$ cat config.mk
export PLATFORM = sky130hd
export DESIGN_NAME = fork_fflop_flat
export DESIGN_NICKNAME = d
export VERILOG_FILES = /design/src/rtl/fork_fflop_if.sv /design/src/rtl/fork_fflop.sv /design/src/flat_wrapper.sv
export SDC_FILE = /design/constraint.sdc
export NUM_CORES = 1
export LEC_CHECK = 0
export ABC_AREA = 1
export CAP_MARGIN = 20
export CORE_ASPECT_RATIO = 1.5
export CORE_MARGIN = 8
export CORE_UTILIZATION = 30
export CTS_CLUSTER_DIAMETER = 100
export DETAILED_ROUTE_END_ITERATION = 7
export PLACE_DENSITY = 0.64
export SLEW_MARGIN = 20
export SYNTH_ARGS = -nofsm -noshare
export SYNTH_HDL_FRONTEND = slang
export SYNTH_SLANG_ARGS = --single-unit
$ cat constraint.sdc
create_clock -name clk -period 1.8 [get_ports clk]
set_input_delay 0.27 -clock clk [delete_from_list [all_inputs] [get_ports clk]]
set_output_delay 0.27 -clock clk [all_outputs]
set_load 0.02 [all_outputs]
$ cat src/rtl/fork_fflop_if.sv
// Handshake bundle for the two-way fork: one producer stream in, two consumer streams out.
interface fork_fflop_if #(
    parameter int unsigned Size = 8
);
    logic [Size-1:0] inp;
    logic [1:0]      inp_mask;
    logic            inpValid;
    logic            inpRetry;
    logic [Size-1:0] out_a;
    logic            out_aValid;
    logic            out_aRetry;
    logic [Size-1:0] out_b;
    logic            out_bValid;
    logic            out_bRetry;

    modport master (
        output inp, inp_mask, inpValid, out_aRetry, out_bRetry,
        input  inpRetry, out_a, out_aValid, out_b, out_bValid
    );

    modport slave (
        input  inp, inp_mask, inpValid, out_aRetry, out_bRetry,
        output inpRetry, out_a, out_aValid, out_b, out_bValid
    );
endinterface

$ cat src/rtl/fork_fflop.sv
// Two-way fork: replicates each accepted input into the 2-entry FIFO of every masked branch.
// Input retry is driven only by reset and registered occupancy, cutting the output retry paths.
module fork_fflop #(
    parameter int unsigned Size = 8
) (
    input logic          clk,
    input logic          reset,
    fork_fflop_if.slave  bus
);
    localparam int unsigned NumBr = 2;

    logic [1:0]      r_cnt [NumBr];
    logic [Size-1:0] r_e0  [NumBr];
    logic [Size-1:0] r_e1  [NumBr];

    logic             w_in_retry;
    logic             w_accept;
    logic [NumBr-1:0] w_out_retry;
    logic [NumBr-1:0] w_push;
    logic [NumBr-1:0] w_pop;

    // A full branch stalls the input regardless of mask, keeping retry independent of inp_mask.
    assign w_in_retry  = reset || (r_cnt[0] == 2'd2) || (r_cnt[1] == 2'd2);
    assign w_accept    = bus.inpValid && !w_in_retry;
    assign w_out_retry = {bus.out_bRetry, bus.out_aRetry};
    assign w_push      = w_accept ? bus.inp_mask : 2'b00;

    for (genvar g = 0; g < NumBr; g++) begin : g_br
        assign w_pop[g] = (r_cnt[g] != 2'd0) && !w_out_retry[g];

        always_ff @(posedge clk) begin
            if (reset) begin
                r_cnt[g] <= 2'd0;
            end else if (w_push[g] && !w_pop[g]) begin
                r_cnt[g] <= r_cnt[g] + 2'd1;
            end else if (w_pop[g] && !w_push[g]) begin
                r_cnt[g] <= r_cnt[g] - 2'd1;
            end
        end

        // Data path is unreset; a push into an empty or simultaneously draining head lands in entry0.
        always_ff @(posedge clk) begin
            if (w_push[g] && ((r_cnt[g] == 2'd0) || w_pop[g])) begin
                r_e0[g] <= bus.inp;
            end else if (w_pop[g]) begin
                r_e0[g] <= r_e1[g];
            end
            if (w_push[g] && !w_pop[g] && (r_cnt[g] == 2'd1)) begin
                r_e1[g] <= bus.inp;
            end
        end
    end

    assign bus.inpRetry   = w_in_retry;
    assign bus.out_a      = r_e0[0];
    assign bus.out_aValid = (r_cnt[0] != 2'd0);
    assign bus.out_b      = r_e0[1];
    assign bus.out_bValid = (r_cnt[1] != 2'd0);
endmodule
$ cat src/flat_wrapper.sv
// flat-port wrapper written by rule: the top's interface ports become plain ports
module fork_fflop_flat 
#(
    parameter int unsigned Size = 8
)
  (clk, reset, bus_inp, bus_inp_mask, bus_inpValid, bus_out_aRetry, bus_out_bRetry, bus_inpRetry, bus_out_a, bus_out_aValid, bus_out_b, bus_out_bValid);
  fork_fflop_if #(.Size(Size)) bus_i ();
  input logic clk;
  input logic reset;
  input wire logic [$bits(bus_i.inp)-1:0] bus_inp;
  input wire logic [$bits(bus_i.inp_mask)-1:0] bus_inp_mask;
  input wire logic [$bits(bus_i.inpValid)-1:0] bus_inpValid;
  input wire logic [$bits(bus_i.out_aRetry)-1:0] bus_out_aRetry;
  input wire logic [$bits(bus_i.out_bRetry)-1:0] bus_out_bRetry;
  output wire logic [$bits(bus_i.inpRetry)-1:0] bus_inpRetry;
  output wire logic [$bits(bus_i.out_a)-1:0] bus_out_a;
  output wire logic [$bits(bus_i.out_aValid)-1:0] bus_out_aValid;
  output wire logic [$bits(bus_i.out_b)-1:0] bus_out_b;
  output wire logic [$bits(bus_i.out_bValid)-1:0] bus_out_bValid;
  assign bus_i.inp = bus_inp;
  assign bus_i.inp_mask = bus_inp_mask;
  assign bus_i.inpValid = bus_inpValid;
  assign bus_i.out_aRetry = bus_out_aRetry;
  assign bus_i.out_bRetry = bus_out_bRetry;
  assign bus_inpRetry = bus_i.inpRetry;
  assign bus_out_a = bus_i.out_a;
  assign bus_out_aValid = bus_i.out_aValid;
  assign bus_out_b = bus_i.out_b;
  assign bus_out_bValid = bus_i.out_bValid;
  fork_fflop #(.Size(Size)) u_core (.clk(clk), .reset(reset), .bus(bus_i));
endmodule
==> flow_metrics.tcl <==
set metrics [dict create \
    status "finished, final reports clean" \
    synth_cells 138 \
    regToRegStartpoint "u_core.r_cnt[0][1]" \
    power.density_cell_area_mw_per_mm2 910 \
    pwr-share-clk_pct 25.9 \
    min_period_over_period_pct 96.2 \
    layout-drive-gt1-share_pct 22.2 \
    h-tree-depth 2 \
    gp_congestion 0.793 \
    drt-total-wl_um 3170 \
    stdcell_area_mm2 0.00225 \
    global_route.usage.total_pct 8.42 \
    total_leakage_power_nw 0.897 \
    r2r_cells 6 \
    wire_length_of_the_first_global_routing_pass_um 5240 \
    share_of_the_yosys_chip_area_belonging_to_registers_pct 65.4 \
    fin_skew_ns 0.00465 \
    floorplan.initialDensity_pct 30.6 \
    worst_rel_slew_slack_pct 83.1 \
    grt_pass1_vias 1049 \
    yosysTopAreaCellShare_pct 65.4 \
    tritoncts "built" \
    cts_buffer_depth 2 \
    synthesis.area_mm2 0.00165 \
    rsz0062_at_grt "yes" \
    crit_required_ns 1.53 \
    start_kind "flip-flop" \
    cts_num_sinks 36 \
    area_grow_syn2layout_pct 35.9 \
    std_cell_rows 33 \
    whs_path_depth 2 \
    ys_top_cells_by_area "edfxtp_1 (65%), nand2_1 (8.2%), nand3_1 (5.7%)" \
    ant_nets 0 \
    reg2reg_slack_ns 0.11 \
    fin_tns_setup_ns 0 \
    synth.avg_cell_area_um2 12.0 \
    whs_endpoint "u_core.r_e0[1][1]" \
    p_switching_mw 0.552 \
    fmax_mhz 577 \
    chipHeight_um 107 \
    final_period_minus_worst_setup_slack_ns 1.73 \
    synth.distinct_cells 18 \
    cap_viol_max_count 0 \
    tritoncts.num_buffers 5 \
    place_hpwl_um 2380 \
    port_buffers 33 \
    pin_count_of_the_biggest_net_entering_global_routing 11 \
    worstSetupEndpointType "output pin" \
    synthDominantAreaCellType "edfxtp_1" \
    placed_cell_area_mm2 0.00216 \
    design.final.nets 209 \
    synth_common_cells "edfxtp_1 (36), nand2_1 (36), nand3_1 (19)" \
    vdd_ir_drop_max_mv 0.333 \
    io-pin-count 34 \
    antenna-diode-count 0 \
    avgRoutedWirePerCell_um 12.3 \
    endpoint_of_the_most_critical_register_to_register_path "u_core.r_e0[1][7]" \
    clkSlewWorstSetupHoldPaths_ns 0.06 \
    core-area_mm2 0.00541 \
    maxSlewViolCount 0 \
    drtIter0Drc 69 \
    flops_latches_synth 36 \
    synth_enable_flop_cells 36 \
    cellInternalPower_mw 1.49 \
    combinationalPowerShare_pct 24.1 \
    nFillCells 520 \
    dieWidth_um 76.6 \
    hold_buffers 0 \
    numPlacedInstances 251 \
    die_area_mm2 0.00819 \
    critical_path_class "flip-flop to output pin" \
    remaining_global_route_overflow 0 \
    drt-pass1-iter-count 4 \
    cts_root_buffer "clkbuf_8" \
    clkLatencyLatePin_ns 0.28 \
    timing_worst_slew_pin_value_ns 0.253 \
    post-cts-setup-buffer-count 0 \
    synth.net_count 159 \
    setup-violations-final 0 \
    p_seq_share_pct 50.0 \
    synth.yosys.warnings 0 \
    synthArstFlopShare_pct 0 \
    ys.flop_type "edfxtp_1" \
    grt_antenna_before_repair 0 \
    power.share.switching_pct 27.0 \
    route.detailed.drc 0 \
    cp_max_fo 3 \
    viasPerCell 4.22 \
    finalHoldViolations 0 \
    hp-start "u_core.r_e1[0][9]" \
    fin_cells 259 \
    hp-class "flip-flop to flip-flop" \
    route.vias.total 1094 \
    crit_arrival_ns 1.46 \
]
## flip-flops by register name, summed over array words and instances, names as in the netlist
signal	cells
u_core.r_e0	16
u_core.r_e1	16
u_core.r_cnt	4
## metal layers
layer,global-route usage [%],routed length (µm),vias up
li1,-,-,561
met1,9.07,1350,484
met2,13.0,1520,39
met3,2.68,156,10
met4,7.60,147,0
met5,0,0,-
## timing repair
action                     4_1_cts  5_1_grt
cloned                           0        0
gates resized for setup          3        2
setup endpoints to repair        3        6
## final cells by class
class                      count  area [µm²]  area share [%]
clock buffer                   7        76.3            3.40
clock inverter                 1        3.75           0.167
inverter                      16        60.1            2.67
multi-input combinational     82         493            21.9
sequential                    36        1080            48.1
tap                           70        87.6            3.90
timing repair buffer          47         445            19.8
## power by group through the flow
stage / registers, mW / clock network (mW) / logic [mW]
floorplan: 1.10 / 0 / 0.219
global placement: 1.04 / 0 / 0.501
detailed placement: 1.04 / 0 / 0.504
CTS: 1.02 / 0.555 / 0.499
global route: 1.03 / 0.578 / 0.544
finish: 1.02 / 0.529 / 0.493
## cells by family (layout without fill, tap and decap cells)
kind of cell             count (synthesis)  after routing  synth area share (%)
AO/OA/AOI/OAI                            4              4                  1.82
adder cells (fa/ha/maj)                  6              6                  4.54
buffers and inverters                   20             71                  5.90
flip-flops                              36             36                  65.4
AND/OR/NAND/NOR                         72             72                  22.4
## cells in the final DEF, fill, tap and decap left out, drive strengths merged, types with 6 or more instances in the layout
cell and count:
clkdlybuf4s50 30, inv 16, edfxtp 36, clkbuf 7
nand2 41, ha 6, nor2 8, buf 14
nand3 21
## how the worst max path moves through the flow
stage | end | start | slack, ns
floorplan | u_core.r_e1[0][10] | u_core.r_cnt[0][0] | 0.06
global placement | bus_inpRetry | reset | 0.01
detailed placement | bus_inpRetry | reset | 0.01
CTS | bus_inpRetry | u_core.r_cnt[0][1] | 0.03
global route | bus_inpRetry | u_core.r_cnt[0][1] | 0.006
finish | bus_inpRetry | u_core.r_cnt[0][1] | 0.07
## critical path, stage by stage, from the launching register on
cell             delay (ns)
edfxtp_1               0.42
ha_1                   0.24
nor2_4                 0.16
nand2_2                0.07
clkdlybuf4s15_1        0.29
## stage by stage
step | setup WS [ns] | util, % | hold slack (ns) | power (mW)
after floorplan | 0.0646 | - | 0.369 | 1.32
after global placement | 0.0108 | 39.9 | 0.530 | 1.54
after detailed placement | 0.0146 | 39.9 | 0.536 | 1.54
after CTS | 0.0297 | 41.4 | 0.552 | 2.08
after global routing | 0.00596 | 41.5 | 0.583 | 2.15
final | 0.0678 | 41.5 | 0.553 | 2.04
Note: power is estimated with default switching activity, not from simulation.
